<file path="config.mk">
export PLATFORM = sky130hd
export DESIGN_NAME = dac_word_unpacker_flat
export DESIGN_NICKNAME = d
export VERILOG_FILES = /design/src/rtl/dac_word_unpacker_if.sv /design/src/rtl/dac_word_unpacker.sv /design/src/flat_wrapper.sv
export SDC_FILE = /design/constraint.sdc
export NUM_CORES = 1
export LEC_CHECK = 0
export CORE_MARGIN = 2
export CORE_UTILIZATION = 49
export DETAILED_ROUTE_END_ITERATION = 8
export PLACE_DENSITY = 0.72
export SYNTH_ARGS = -nofsm -noshare
export SYNTH_HDL_FRONTEND = slang
export SYNTH_SLANG_ARGS = --single-unit
</file>
<file path="constraint.sdc">
create_clock -name adc_clk -period 2.2 [get_ports adc_clk]
set_input_delay 0.55 -clock adc_clk [delete_from_list [all_inputs] [get_ports adc_clk]]
set_output_delay 0.55 -clock adc_clk [all_outputs]
set_load 0.01 [all_outputs]
</file>
<file path="src/rtl/dac_word_unpacker_if.sv">
// dac_word_unpacker_if: 64-bit word valid/ready stream into the DAC word unpacker
interface dac_word_unpacker_if;
   logic [63:0] in_data;
   logic        in_valid;
   logic        in_ready;
   modport master (output in_data, output in_valid, input in_ready);
   modport slave  (input in_data, input in_valid, output in_ready);
endinterface

</file>
<file path="src/rtl/dac_word_unpacker.sv">
// dac_word_unpacker: streams buffered 64-bit words to an 8-bit DAC port, LSB first, with underrun accounting
module dac_word_unpacker #(
   parameter logic [7:0] IDLE_CODE = 8'h80,
   parameter int         CNT_W     = 16
) (
   input  logic               adc_clk,
   input  logic               rst_n,
   dac_word_unpacker_if.slave bus,
   input  logic               enable,
   input  logic               clr_stats,
   output logic [7:0]         dac_data,
   output logic               dac_valid,
   output logic               word_start,
   output logic               underrun,
   output logic [CNT_W-1:0]   underrun_cnt
);
   typedef enum logic {IDLE, RUN} state_t;
   state_t           state, state_n;
   logic [63:0]      hold, hold_n, active, active_n;
   logic             hold_full, hold_full_n;
   logic [2:0]       idx, idx_n;
   logic [7:0]       data_n;
   logic             valid_n, start_n, ur_n;
   logic [CNT_W-1:0] cnt_n;
   logic             accept, load, mid;
   assign bus.in_ready = !hold_full;
   // next state: a word boundary (IDLE or byte 7 showing) either loads the buffered word or stops
   always_comb begin
      accept      = bus.in_valid && !hold_full;
      load        = (state == IDLE || idx == 3'd0) && enable && hold_full;
      mid         = (state == RUN) && (idx != 3'd0);
      hold_n      = accept ? bus.in_data : hold;
      hold_full_n = load ? 1'b0 : (accept ? 1'b1 : hold_full);
      active_n    = load ? hold : active;
      idx_n       = load ? 3'd1 : (mid ? idx + 3'd1 : idx);
      data_n      = load ? hold[7:0] : (mid ? active[{idx, 3'b000} +: 8] : IDLE_CODE);
      valid_n     = load || mid;
      start_n     = load;
      ur_n        = (state == RUN) && !mid && !load && enable;
      cnt_n       = clr_stats ? '0 :
                    ((ur_n && !(&underrun_cnt)) ? underrun_cnt + CNT_W'(1) : underrun_cnt);
      state_n     = (load || mid) ? RUN : IDLE;
   end
   // state and output registers; reset drops both words and forces idle outputs at once
   always_ff @(posedge adc_clk or negedge rst_n) begin
      if (!rst_n) begin
         state        <= IDLE;
         hold         <= '0;
         hold_full    <= 1'b0;
         active       <= '0;
         idx          <= 3'd0;
         dac_data     <= IDLE_CODE;
         dac_valid    <= 1'b0;
         word_start   <= 1'b0;
         underrun     <= 1'b0;
         underrun_cnt <= '0;
      end else begin
         state        <= state_n;
         hold         <= hold_n;
         hold_full    <= hold_full_n;
         active       <= active_n;
         idx          <= idx_n;
         dac_data     <= data_n;
         dac_valid    <= valid_n;
         word_start   <= start_n;
         underrun     <= ur_n;
         underrun_cnt <= cnt_n;
      end
   end
endmodule
</file>
<file path="src/flat_wrapper.sv">
// flat-port wrapper written by rule: the top's interface ports become plain ports
module dac_word_unpacker_flat 
#(
   parameter logic [7:0] IDLE_CODE = 8'h80,
   parameter int         CNT_W     = 16
)
  (adc_clk, rst_n, enable, clr_stats, dac_data, dac_valid, word_start, underrun, underrun_cnt, bus_in_data, bus_in_valid, bus_in_ready);
  dac_word_unpacker_if bus_i ();
  input  logic adc_clk;
  input  logic rst_n;
  input  logic enable;
  input  logic clr_stats;
  output logic [7:0] dac_data;
  output logic dac_valid;
  output logic word_start;
  output logic underrun;
  output logic [CNT_W-1:0] underrun_cnt;
  input wire logic [$bits(bus_i.in_data)-1:0] bus_in_data;
  input wire logic [$bits(bus_i.in_valid)-1:0] bus_in_valid;
  output wire logic [$bits(bus_i.in_ready)-1:0] bus_in_ready;
  assign bus_i.in_data = bus_in_data;
  assign bus_i.in_valid = bus_in_valid;
  assign bus_in_ready = bus_i.in_ready;
  dac_word_unpacker #(.IDLE_CODE(IDLE_CODE), .CNT_W(CNT_W)) u_core (.adc_clk(adc_clk), .rst_n(rst_n), .bus(bus_i), .enable(enable), .clr_stats(clr_stats), .dac_data(dac_data), .dac_valid(dac_valid), .word_start(word_start), .underrun(underrun), .underrun_cnt(underrun_cnt));
endmodule
</file>
# ---- Word-level counts from Yosys, hierarchy flattened
# Cells that the tools add are included.
# Widths: inputs -> output; s select.
dict set report totals {
  register_bits 160
  memories 0
  output_inout_bits 28
  mem_bits_rw 0
  rom_bits 0
  inputBits 69
  latch_bits 0
}
dict set report classes {
  eq_ne 0
  n_shift 1
  n_mux 9
  mul 0
  n_div 0
  bitwise_logic 1
  n_reduce_logical 20
  order_cmp 0
  n_addsub 2
}
# op count
set ops {}
lappend ops {{$shiftx 64x7->8} 1}
lappend ops {{$mux 16} 2}
lappend ops {{$add 16x1->16 const B} 1}
lappend ops {{$mux 8} 2}
lappend ops {{$reduce_and 16->1} 1}
lappend ops {{$logic_and 1x1->1} 8}
lappend ops {{$mux 3} 2}
lappend ops {{$reduce_bool 2->1} 3}
lappend ops {{$logic_not 1->1} 4}
lappend ops {{$add 3x1->3 const B} 1}
lappend ops {{$logic_not 3->1} 1}
lappend ops {{$mux 1} 3}
lappend ops {{$reduce_bool 3->1} 1}
lappend ops {{$logic_or 1x1->1} 2}
lappend ops {{$not 1->1} 1}

# ---- Logic depth before layout (Yosys ltp)
dict set report depth {
  word_depth 10
  ltp_mapped 10
}

# ---- Worst setup path before layout
# OpenSTA, ideal clock, no wires.
dict set report synth_path {
  path_kind {register -> register}
  start {register u_core.idx[1]}
  end {register u_core.active[0]}
  stages_incl_launch_ff 10
  t_arrival_ns 2.006
  period_less_slack_ns 2.130
  t_required_ns 2.075
  setup_ns 0.125
  path_slack_ns 0.070
  path_buffers 4
  cell_sequence {dfrtp_1 > buf_2 > buf_1 > inv_1 > ha_1 > nand2b_1 > a21oi_1 > buf_2 > buf_2 > mux2_2}
}
dict set report synth_between {
  elab_chain_len 4
}
# element line_no
set synth_lines {}
lappend synth_lines {{from (decl)} dac_word_unpacker.sv:21} ;# logic [2:0] idx, idx_n;
lappend synth_lines {{from (signal assigned)} dac_word_unpacker.sv:62} ;# idx <= idx_n;
lappend synth_lines {{$logic_not 3->1} dac_word_unpacker.sv:30} ;# load = (state == IDLE || idx == 3'd0) && enable && hold_full;
lappend synth_lines {{$logic_or 1x1->1} dac_word_unpacker.sv:30}
lappend synth_lines {{$logic_and 1x1->1 (2 in a row)} dac_word_unpacker.sv:30}
lappend synth_lines {{to (signal assigned)} dac_word_unpacker.sv:61} ;# active <= active_n;
lappend synth_lines {{to (decl)} dac_word_unpacker.sv:19} ;# logic [63:0] hold, hold_n, active, active_n;
# No other way between the ends.
# A chain may end at the register's enable or synchronous reset.

# ---- Worst setup path after layout
dict set report layout_path {
  start {register u_core.underrun_cnt[2]}
  end {output port underrun_cnt[2]}
}
# element line_no
set layout_rtl {}
lappend layout_rtl {{from (decl)} dac_word_unpacker.sv:15} ;# output logic [CNT_W-1:0] underrun_cnt
lappend layout_rtl {{from (signal assigned)} dac_word_unpacker.sv:67} ;# underrun_cnt <= cnt_n;
lappend layout_rtl {{to (decl)} flat_wrapper.sv:17} ;# output logic [CNT_W-1:0] underrun_cnt;
# No word-level cell between the ends.

==> results.py <==
metrics = {
    "setup_path": {
        "r2r_start": "u_core.underrun_cnt[0]",
        "end_kind": "output pin",
        "r2r-end": "u_core.underrun_cnt[0]",
        "start_kind": "register",
        "crit_chain": "clkdlybuf4s50_1",
        "crit_fanout": 8,
        "worstSetupEndpoint": "underrun_cnt[2]",
        "critPathSlowestCell": "clkdlybuf4s50_1",
        "r2r_cells": 6,
        "slowest_delay_ns": 0.60,
        "r2r_slack_ns": 0.14,
        "worstPathRequired_ns": 1.65,
        "crit_cells": 1,
        "critPathLaunch": "u_core.underrun_cnt[2]",
        "critPathTopFamily": "buffers and inverters",
        "crit_arrival_ns": 1.54,
        "crit_type": "register to output pin",
        "crit_buf_inv": 1,
    },
    "route": {
        "dr.pass1.iters": 6,
        "ant_nets": 0,
        "detail_route.wl_per_cell_um": 17.0,
        "drt_iter0_drc": 209,
        "dr_total_vias": 4089,
        "avgViaCountPerCell": 5.34,
        "drc": 0,
        "wl_mm": 13.0,
    },
    "cells_and_area": {
        "layout_commonest_cell": "dfrtp_1",
        "nFillCells": 1046,
        "nets": 646,
        "drive_gt1_share_pct": 35.8,
        "antenna_cells": 0,
        "layout_common_cells": "158 x dfrtp_1, 138 x mux2_2, 95 x clkdlybuf4s50_1",
        "area_delta_synth_final_pct": 28.0,
    },
    "power_and_ir_drop": {
        "pwr-share-comb_pct": 31.6,
        "seqPwrFrac_pct": 42.9,
        "p_sw_uw": 3200,
        "p_leak_uw": 0.00365,
        "power_frac_clock_pct": 25.5,
        "power.density_nw_per_um2": 1340,
        "switching_share_pct": 27.4,
        "vdd_drop_max_v": 0.000739,
        "p_int_uw": 8460,
    },
    "die": {
        "start_util_pct": 49.7,
        "rows": 43,
        "die_x_um": 122,
        "dieHeight_um": 122,
        "fp.dieArea_um2": 14900,
        "ios": 97,
        "coreArea_um2": 13700,
    },
    "timing": {
        "min_period_ns": 2.09,
        "setup_slack_ns": 0.110,
        "relSlewSlack_pct": 67.2,
        "hold_viol": 0,
        "setup_viol": 0,
        "skew_ns": 0.00614,
        "worst_pin_slew_ns": 0.480,
        "hold_ws_ns": 0.0455,
        "rsz0062_at_grt": "no",
        "setup_tns_ns": 0,
        "timing.fmax_mhz": 479,
        "finalMaxSlewViolations": 0,
        "fin_crit_sh_pct": 95.0,
    },
    "grt": {
        "grt_pass1_wl_mm": 21.4,
        "grt_pass1_vias": 4302,
        "grt_usage_pct": 19.0,
        "grt.overflow.total": 0,
        "antenna_found_initial": 0,
        "grt_max_degree": 42,
    },
    "logic_synthesis": {
        "syn_area_per_cell_um2": 14.6,
        "synth_edf_count": 0,
        "synth_seq_cells": 159,
        "yosys_warnings": 0,
        "synth_top_cell_area_share_pct": 58.0,
        "synth-main-ff-cell": "dfrtp_1",
        "synth_compound_area_share_pct": 3.18,
        "synthAdderAreaFrac_pct": 0.551,
        "syn-num-nets": 539,
        "synth_top_cells_by_area": "dfrtp_1 58%, mux2_2 23%, mux4_2 5.0%, mux2i_1 1.5%, buf_2 1.1%",
        "synth_xor_area_share_pct": 0,
        "ys_async_sr_fraction_pct": 100,
        "synth_area_um2": 6810,
        "synthCells": 467,
        "synth_top_area_cell": "dfrtp_1",
        "yosysSeqAreaShare_pct": 58.4,
        "synthMuxAreaShare_pct": 29.4,
        "synth_top_family_by_area": "multiplexers",
        "ys_types": 44,
        "synthSimpleGateAreaFrac_pct": 6.21,
    },
    "outcome": {
        "status": "completed",
    },
    "cts": {
        "cts.sinks": 159,
        "clk_pin_slew_ns": 0.06,
        "cts-htree-levels": 4,
        "clk_latency_ns": 0.41,
        "post_cts_buffers": 0,
        "cts-root-buf": "clkbuf_16",
        "cts-resized-gates": 0,
        "clk_path_buf_depth": 2,
        "cts_hold_buf": 0,
        "cts_buffers": 17,
        "tritoncts": "yes",
    },
    "place": {
        "io_buffers": 96,
        "hpwl_mm": 8.99,
        "gp_congestion": 0.832,
        "preCtsSetupSlack_ns": -0.0800,
    },
    "run": {
        "max-cap-violations": 0,
    },
    "hold_path": {
        "worstHoldPathType": "input pin to async pin",
    },
}
[routing by layer]
metal	up-vias	GRT usage (%)	share of wire, %
li1	1899	-	-
met1	2109	23.4	43
met2	74	32.9	53
met3	7	5.71	4.0
met4	0	5.10	0.68
met5	-	0	0
[power groups by stage]
stage               registers (uW)  logic (uW)  clock network, uW
global route                  5180        4010               3170
detailed placement            5060        3750                  0
CTS                           5020        3770               3030
finish                        5000        3690               2970
floorplan                     4810        2710                  0
global placement              4990        3610                  0
[cells by family (layout without fill, tap and decap cells)]
group,after synthesis,count (layout)
flip-flops,159,159
adder cells (fa/ha/maj),3,3
multiplexers,164,164
AO/OA/AOI/OAI,31,31
AND/OR/NAND/NOR,76,76
buffers and inverters,34,153
[stage by stage]
stage	utilization, %	power, uW	instance area [um^2]	instances
finish	63.6	11700	8720	766
floorplan	-	7510	6810	467
CTS	63.6	11800	8720	766
global route	63.6	12400	8720	766
global placement	59.2	8590	8120	735
detailed placement	59.2	8800	8120	735
[final cells by class]
type                       instances  area [um^2]  area share (%)
sequential                       159         3980            45.6
multi-input combinational        274         2700            31.0
timing repair buffer             114         1180            13.6
clock buffer                      25          495            5.68
tap                              180          225            2.58
clock inverter                     6          105            1.21
inverter                           8         30.0           0.344
[Yosys cell counts (3+ instances only)]
cell type and count:
o21ai_0 9, mux2_2 138, dfrtp_1 158, a211oi_1 5, nor3_1 6, nor2b_1 10, ha_1 3, mux4_2 15
inv_1 8, buf_2 15, nand2b_1 3, nand2_1 16, and3_1 3, nor2_1 16, a21oi_1 4, clkbuf_1 6
nand4_1 3, nand3_1 8, buf_1 4, mux2i_1 10
[flip-flops by register name, indices dropped and copies added (netlist names)]
name / count
u_core.underrun_cnt: 16
u_core.dac_data: 8
u_core.dac_valid: 1
u_core.word_start: 1
u_core.underrun: 1
u_core.hold_full: 1
u_core.hold: 64
u_core.idx: 3
u_core.active: 64
[worst min path at each step]
| stage | end | start | slack (ns) |
|---|---|---|---|
| final | u_core.hold[11] | rst_n | 0.05 |
| after detailed placement | u_core.hold[11] | rst_n | 0.49 |
| after CTS | u_core.hold[11] | rst_n | 0.04 |
| after global routing | u_core.hold[11] | rst_n | 0.05 |
| after global placement | u_core.hold[11] | rst_n | 0.48 |
| after floorplan | u_core.active[0] | rst_n | 0.25 |
No activity file was read; power rests on OpenSTA's default activity.
